$ cat config.mk
export PLATFORM = sky130hd
export DESIGN_NAME = safe_lockout_ctrl
export DESIGN_NICKNAME = d
export VERILOG_FILES = /design/src/rtl/safe_lockout_ctrl.sv
export SDC_FILE = /design/constraint.sdc
export NUM_CORES = 1
export LEC_CHECK = 0
export BUFFER_PORTS_ARGS = -buffer_cell sky130_fd_sc_hd__buf_2
export CORE_MARGIN = 5
export CORE_UTILIZATION = 40
export CTS_BUF_LIST = sky130_fd_sc_hd__clkbuf_4 sky130_fd_sc_hd__clkbuf_8 sky130_fd_sc_hd__clkbuf_16
export CTS_CLUSTER_DIAMETER = 120
export DETAILED_ROUTE_END_ITERATION = 12
export PLACE_DENSITY = 0.66
export SKIP_LAST_GASP = 1
export SLEW_MARGIN = 30
export SYNTH_ARGS = -nofsm -noshare
export SYNTH_HDL_FRONTEND = slang
export SYNTH_SLANG_ARGS = --single-unit
$ cat constraint.sdc
create_clock -name clk -period 2.4 [get_ports clk]
set_input_delay 0.36 -clock clk [delete_from_list [all_inputs] [get_ports clk]]
set_output_delay 0.36 -clock clk [all_outputs]
set_load 0.03 [all_outputs]
$ cat src/rtl/safe_lockout_ctrl.sv
// safe_lockout_ctrl
//   Button front-end and wrong-code lockout for a keypad safe. It synchronises the
//   raw buttons, turns each new press into a one-cycle pulse, and counts consecutive
//   wrong-code reports from the safe FSM. When the count reaches the limit it enters
//   LOCKOUT for a fixed number of cycles, and swallows presses and fails during it.
//
//   Optional feature: define SAFE_LOCKOUT_RELOCK_EN to add an idle timer while OPEN.
//   After RELOCK_CYCLES cycles without a press it pulses force_relock.
//
// Parameters
//   MAX_FAILS     consecutive wrong codes that trigger lockout (1..3)
//   LOCK_CYCLES   lockout duration in clk cycles (>= 1)
//   RELOCK_CYCLES idle-open timeout in cycles (used only with SAFE_LOCKOUT_RELOCK_EN)
//
// Ports
//   clk           system clock, rising edge
//   rst_n         asynchronous active-low reset
//   btn_raw[3:0]  raw, unsynchronised buttons
//   fsm_fail      one-cycle wrong-digit pulse from the safe FSM
//   fsm_unlocked  safe FSM unlocked level
//   btn_out[3:0]  one-cycle press pulse to the safe FSM, 0000 otherwise
//   locked_out    high while in LOCKOUT
//   fail_cnt[1:0] consecutive-failure count
//   force_relock  one-cycle request to the safe FSM to return to its initial state

module safe_lockout_ctrl #(
  parameter int unsigned MAX_FAILS     = 3,
  parameter int unsigned LOCK_CYCLES   = 500,
  parameter int unsigned RELOCK_CYCLES = 1500
) (
  input  logic       clk,
  input  logic       rst_n,
  input  logic [3:0] btn_raw,
  input  logic       fsm_fail,
  input  logic       fsm_unlocked,
  output logic [3:0] btn_out,
  output logic       locked_out,
  output logic [1:0] fail_cnt,
  output logic       force_relock
);

  typedef enum logic [1:0] {
    StArmed   = 2'd0,
    StLockout = 2'd1,
    StOpen    = 2'd2
  } state_e;

  localparam logic [1:0]  LastFail  = 2'(MAX_FAILS - 1);
  localparam logic [31:0] LockLoad  = 32'(LOCK_CYCLES - 1);

  // Elaboration-time guard on the configuration.
  if (MAX_FAILS == 0 || MAX_FAILS > 3 || LOCK_CYCLES == 0 || RELOCK_CYCLES == 0) begin : g_bad_cfg
    $error("safe_lockout_ctrl: parameter out of range");
  end

  state_e      state_q;
  logic [3:0]  s1_q, s2_q, s3_q;
  logic [31:0] timer_q;
  logic        press;

  // New press: synchronised value is nonzero and the previous one was idle.
  // A change between two nonzero codes therefore never re-triggers.
  assign press = (s2_q != 4'b0000) && (s3_q == 4'b0000);

  always_ff @(posedge clk or negedge rst_n) begin
    if (!rst_n) begin
      state_q    <= StArmed;
      s1_q       <= 4'b0000;
      s2_q       <= 4'b0000;
      s3_q       <= 4'b0000;
      timer_q    <= 32'd0;
      btn_out    <= 4'b0000;
      locked_out <= 1'b0;
      fail_cnt   <= 2'd0;
    end else begin
      s1_q    <= btn_raw;
      s2_q    <= s1_q;
      s3_q    <= s2_q;
      btn_out <= press ? s2_q : 4'b0000;

      unique case (state_q)
        StArmed: begin
          // Unlock takes priority over a simultaneous fail.
          if (fsm_unlocked) begin
            state_q  <= StOpen;
            fail_cnt <= 2'd0;
          end else if (fsm_fail) begin
            if (fail_cnt == LastFail) begin
              state_q    <= StLockout;
              locked_out <= 1'b1;
              fail_cnt   <= 2'd0;
              timer_q    <= LockLoad;
              btn_out    <= 4'b0000;
            end else begin
              fail_cnt <= fail_cnt + 2'd1;
            end
          end
        end
        StLockout: begin
          // Presses seen here are dropped, including on the exit cycle.
          btn_out <= 4'b0000;
          if (timer_q == 32'd0) begin
            state_q    <= StArmed;
            locked_out <= 1'b0;
          end else begin
            timer_q <= timer_q - 32'd1;
          end
        end
        StOpen: begin
          if (!fsm_unlocked) begin
            state_q <= StArmed;
          end
        end
        default: begin
          state_q    <= StArmed;
          locked_out <= 1'b0;
        end
      endcase
    end
  end

`ifdef SAFE_LOCKOUT_RELOCK_EN
  localparam logic [31:0] IdleLast = 32'(RELOCK_CYCLES - 1);

  logic [31:0] idle_q;

  // Counts only while staying OPEN; any other cycle clears it.
  always_ff @(posedge clk or negedge rst_n) begin
    if (!rst_n) begin
      idle_q       <= 32'd0;
      force_relock <= 1'b0;
    end else begin
      force_relock <= 1'b0;
      if (state_q == StOpen && fsm_unlocked) begin
        if (press) begin
          idle_q <= 32'd0;
        end else if (idle_q == IdleLast) begin
          idle_q       <= 32'd0;
          force_relock <= 1'b1;
        end else begin
          idle_q <= idle_q + 32'd1;
        end
      end else begin
        idle_q <= 32'd0;
      end
    end
  end
`else
  assign force_relock = 1'b0;
`endif

endmodule

Word level (Yosys, flattened, before mapping)
Index checks and enable logic that the tools add are counted.

Bits of input ports: 8. Flip-flop bits (word level): 53.

Bitwise operators: 1. Add/subtract/negate cells: 2. Reductions and logical operators: 11. Mux-type cells: 24. Eq/ne operators: 11.

Operators with widths (number): 32-bit two-way mux (4); 32-bit case mux with 2 select lines (1); 32-bit logical NOT (1); 32-bit by 1-bit subtractor with 32-bit output (second input constant) (1); 2-bit two-way mux (8); 4-bit two-way mux (4); 2-bit != test (second input constant) (6); 5-bit AND reduction (2); 4-bit case mux with 2 select lines (1); 3-bit != test (second input constant) (2); 2-bit case mux with 3 select lines (1); 2-bit == test (second input constant) (2); 4-bit logical NOT (1); 1-bit two-way mux (4); 4-bit AND reduction (1); 2-bit nonzero test (2); 4-bit nonzero test (1); 1-bit case mux with 3 select lines (1); 2-bit by 1-bit adder with 2-bit output (second input constant) (1); 2-bit by 1-bit == test with 1-bit output (second input constant) (1); 2-bit logical NOT (1); 2-bit AND reduction (1); 1-bit logical AND (1); 1-bit NOT (1).

Longest topological paths before layout
Depth after elaboration: 7. Gate-level depth with buffers: 8. Depth with buffers taken out: 7.

Worst setup path after synthesis
Ideal clock, no wire load.

Path type: flip-flop to flip-flop. From: reg timer_q[0]. To: reg timer_q[18]. Slack: 0.482 ns. Required time: 2.322 ns. Data arrival time: 1.840 ns. Cell stages (with the launch flop): 9. Setup time: 0.078 ns. Period minus slack after synthesis: 1.918 ns. Cell sequence: dfrtp_1 -> inv_1 -> ha_1 -> nor3b_4 -> and3_1 -> buf_4 -> o211ai_4 -> or4_1 -> a21oi_1.

Cells in the longest elaborated chain, start to end: 3. Elaborated cells on any way between the ends: 6.

RTL lines: from (decl) (RTL line 58) `logic [31:0] timer_q;`; from (signal assigned) (RTL line 92) `timer_q <= LockLoad;`; from (signal assigned) (RTL line 106) `timer_q <= timer_q - 32'd1;`; 32-bit by 1-bit subtractor with 32-bit output / 32-bit logical NOT (equally long branches) (RTL line 106, 102); 32-bit two-way mux / 2-bit != test (equally long branches); 32-bit case mux with 2 select lines / 5-bit AND reduction (equally long branches).

Parallel ways exist; a longest one is shown, timed or not. The select of a mux whose other input is x is not followed. A chain may end at the register's enable or synchronous reset.

Worst setup path in the final report
Ends and elaborated chain as after synthesis.

==> impl.org <==
** Status
- The run finished with clean final reports.

** Detailed routing
- Antenna Nets Post-Route :: 0
- The first TritonRoute pass finished after 4 iterations.
- Routed vias :: 1732
- After detailed routing, the average wire length per cell comes to 14.3 um.
- DRC viols :: 0
- DR vias/cell :: 5.59
- The final layout contains routed wiring with a total length of 4.42 mm.
- After the first detailed-routing iteration, the DRC count stood at 82.

** Placement
- Detailed placement ended at an HPWL of 3.08 mm.
- Count of input and output buffers :: 14
- At the placement stage, the worst setup path has a slack of 159 ps.
- The congestion estimate from routability-driven global placement came to 0.736.
- Post-DP Area :: 2580 um2

** Final layout
- Relative to the synthesized area, the layout overhead comes to 11.6%.
- Fin area :: 2690 um2
- Cells with a size suffix above 1 make up 17.9% of the layout.
- In the final design database the tool counted 243 nets.
- 0 antenna diodes ended up in the layout.
- Post-route core utilization :: 45.7%
- FILL cells :: 560

** Floorplan
- Initial cell density of the core :: 40.9%
- In this run the standard cell core region covers 5890 um2.
- Placement row count :: 28
- The floorplan step defined a die boundary enclosing 7680 um2.
- During I/O placement, the number of pins put on the boundary was 16.
- Measured along the y axis, the die boundary spans 87.6 um.
- The die is 87.6 um wide.

** Logic synthesis
- EDFF count, synth :: 0
- In this run the cell area of the synthesized design comes to 2410 um2.
- Synthesized net count :: 222
- Number of synthesized register bits :: 53
- The number of different library cells used by synthesis comes to 46.
- Of the synthesized area, sequential elements account for 55.0%.
- Most numerous cell in the Yosys netlist :: sky130_fd_sc_hd__dfrtp_1
- Share of async-settable or async-resettable flops after synthesis :: 100%
- Area fraction of the dominant cell type after synthesis :: 55.0%
- Yosys printed 0 warnings.
- Number of standard cells after synthesis :: 213
- After synthesis, the cell types taking the most area are sky130_fd_sc_hd__dfrtp_1 55%, sky130_fd_sc_hd__a21oi_1 2.7%, sky130_fd_sc_hd__o31ai_1 2.2%, sky130_fd_sc_hd__o311ai_0 2.2%, sky130_fd_sc_hd__mux2i_1 2.1%.
- Primary FF master, synth :: sky130_fd_sc_hd__dfrtp_1
- Most used standard cells in the synthesized netlist :: 53 x sky130_fd_sc_hd__dfrtp_1, 13 x sky130_fd_sc_hd__a21oi_1, 11 x sky130_fd_sc_hd__nand2_1, 11 x sky130_fd_sc_hd__nor2_1, 10 x sky130_fd_sc_hd__o21ai_0
- Largest area contributor in the netlist :: sky130_fd_sc_hd__dfrtp_1
- Mean instance size in the synthesized netlist :: 11.3 um2

** Clocking
- Clk slew on worst S/H paths :: 110 ps
- TritonCTS built the clock tree.
- Maximum root-to-sink buffer count :: 2
- The number of clock buffers added by TritonCTS is 5.
- Root Driver :: sky130_fd_sc_hd__clkbuf_8
- The clock net in this run drives a total of 53 sinks.
- Clock Latency Late Sink :: 310 ps
- The H-tree was split into 2 levels.

** Critical path
- Critical path's slowest cell :: sky130_fd_sc_hd__dfrtp_1
- STA classifies the critical path startpoint as a flop.
- STA puts the critical path data arrival time at 2390 ps.
- Buffering stage count on the worst path with inverters included :: 1
- Type of element capturing the critical path :: flop
- The worst setup path is of the flop to flop kind.
- Along the worst path, the maximum fanout reaches 9.
- Largest stage delay on the critical path :: 450 ps
- For the worst setup path, the data required time is 2640 ps.
- The signal on the critical path passes through inv_1 -> ha_1 -> nor3b_4 -> and3_2 -> o211ai_4 -> or4_1 -> a21oi_1.
- Among cell families on the critical path, the largest total delay comes from simple AND/OR/NAND/NOR gates.

** Global routing
- In the global route stage, overall resource usage came out at 12.5%.
- Number of antenna violations at the first check in global routing :: 0
- For this run the aggregate overflow at the end of global routing stands at 0.
- Pin count of the biggest net entering global routing :: 21
- The via count of the first global-routing pass came to 1631.
- Wire length of the first global-routing pass :: 7.67 mm

** Timing
- Final setup TNS :: 0 ps
- Headroom to the max-slew limit came out at 62.5%.
- RSZ-0062 raised after global routing :: no
- Final setup skew :: 8.02 ps
- After layout, the worst path uses 89.5% of the clock period.
- The number of pins exceeding their max-slew limit in the final report was 0.
- Smallest setup slack after layout :: 252 ps
- Slew of the pin with the lowest slew margin :: 562 ps
- The final number of hold-violating endpoints is 0.
- The clock period could shrink to 2150 ps.
- Maximum achievable frequency :: 465 MHz
- Total setup violations reported at the end of the flow :: 0

** Flow run
- Max cap viols :: 0

** Power
- Power spread over the standard cell area amounts to 930 nW/um2.
- Leakage power summed over all cells :: 1.12 nW
- IR analysis of the VDD net gives a maximum drop of 367 uV.
- Clock network fraction of total power :: 21.6%
- Overall power after layout :: 2.50 mW
- Combinational cells account for 20.3% of the total power.
- Part of the power in registers :: 58.2%
- Internal power component :: 1.61 mW
- Switching Power :: 893 uW
- Net switching is 35.7% of the power.

** Hold path
- The path class of the tightest hold or removal check is input port to flop.
## repair_timing
| item | in CTS | in global routing |
|---|---|---|
| endpoints found under the setup margin | 0 | 3 |
| setup buffers | 0 | 0 |
| hold endpoints to repair | 18 | 0 |
| hold buffers | 1 | 0 |
| gates resized for setup | 0 | 1 |
## metal layers
metal	share of wire [%]	global-route usage, %
met5	0	0
met4	1.1	4.18
met3	3.5	2.82
met2	46	18.7
met1	49	18.0
## worst register-to-register path, stage by stage, from the launching register on
cell and delay, ps:
sky130_fd_sc_hd__dfrtp_1 450, sky130_fd_sc_hd__inv_1 80, sky130_fd_sc_hd__ha_1 190, sky130_fd_sc_hd__nor3b_4 290, sky130_fd_sc_hd__and3_2 350, sky130_fd_sc_hd__o211ai_4 150, sky130_fd_sc_hd__or4_1 410, sky130_fd_sc_hd__a21oi_1 160
## cell usage in the layout, fill, tap and decap left out, types with 2 or more instances in the layout
master                     synthesis  routed
sky130_fd_sc_hd__a21oi_1          13      13
sky130_fd_sc_hd__a31oi_1           2       2
sky130_fd_sc_hd__and2_1            5       5
sky130_fd_sc_hd__and3_1            6       5
sky130_fd_sc_hd__buf_2             1      14
sky130_fd_sc_hd__buf_4             3       8
sky130_fd_sc_hd__clkbuf_8          0       5
sky130_fd_sc_hd__dfrtp_1          53      53
sky130_fd_sc_hd__inv_1             3       3
sky130_fd_sc_hd__mux2i_1           5       5
sky130_fd_sc_hd__nand2_1          11      11
sky130_fd_sc_hd__nand2b_1          3       3
sky130_fd_sc_hd__nand3_1           6       6
sky130_fd_sc_hd__nand4_1           3       3
sky130_fd_sc_hd__nor2_1           11      11
sky130_fd_sc_hd__nor2b_1           3       3
sky130_fd_sc_hd__nor3_1            6       6
sky130_fd_sc_hd__nor4_1            5       5
sky130_fd_sc_hd__nor4_2            3       3
sky130_fd_sc_hd__nor4b_1           2       2
sky130_fd_sc_hd__nor4bb_1          2       2
sky130_fd_sc_hd__o211ai_1          5       5
sky130_fd_sc_hd__o21ai_0          10      10
sky130_fd_sc_hd__o311ai_0          6       6
sky130_fd_sc_hd__o31ai_1           7       7
sky130_fd_sc_hd__o41ai_1           5       5
sky130_fd_sc_hd__or3_1             8       8
sky130_fd_sc_hd__or4_1             3       3
sky130_fd_sc_hd__xor2_1            2       2
## path summary, 6_finish.rpt
check                                           to  cells after the start  slack [ps]                    from
max                        timer_q[18]$_DFFE_PN0P_                      7         250  timer_q[0]$_DFFE_PN0P_
min                              s1_q[1]$_DFF_PN0_                      1         150              btn_raw[1]
max reg2reg                timer_q[18]$_DFFE_PN0P_                      7         250  timer_q[0]$_DFFE_PN0P_
min reg2reg                      s2_q[2]$_DFF_PN0_                      0         350       s1_q[2]$_DFF_PN0_
max in group asynchronous  timer_q[25]$_DFFE_PN0P_                      3        1280                   rst_n
min in group asynchronous        s2_q[3]$_DFF_PN0_                      2         520                   rst_n
## cells by family after synthesis
logic type / count (synthesis) / synth area share, %
other: 1 / 0.156
AOI/OAI and AO/OA: 53 / 15.5
DFF: 53 / 55.0
and+or+nand+nor: 85 / 22.9
xor gates and xnor gates: 3 / 1.09
buffers and inverters: 12 / 2.70
adders and majority gates: 1 / 0.519
muxes: 5 / 2.08
## sequential cells by signal (all words and copies together), names as in the netlist
name / flops
timer_q: 32
s2_q: 4
btn_out: 4
fail_cnt: 2
state_q: 2
s3_q: 4
s1_q: 4
locked_out: 1
## power by group through the flow
stage / clock, mW / sequential (mW) / combinational, mW
after floorplan: 0 / 1.42 / 0.381
after global placement: 0 / 1.45 / 0.495
after detailed placement: 0 / 1.47 / 0.513
after CTS: 0.560 / 1.45 / 0.518
after global routing: 0.595 / 1.50 / 0.584
final: 0.539 / 1.45 / 0.507
## final cells by class
type / count / area (um2) / share of cell area (%)
flip-flops and latches: 53 / 1330 / 49.3
multi-input cells: 148 / 1020 / 37.9
repair buffers: 23 / 140 / 5.21
well taps: 75 / 93.8 / 3.49
clock buffers: 5 / 68.8 / 2.56
clock inverters: 3 / 28.8 / 1.07
inverters: 3 / 11.3 / 0.419
## metrics by stage
step | instances | hold slack (ps)
2_1_floorplan | 213 | 64.4
4_1_cts | 310 | 133
5_1_grt | 310 | 133
3_3_place_gp | 301 | 328
3_5_place_dp | 301 | 332
6_report | 310 | 145
No activity file was read; power rests on OpenSTA's default activity.
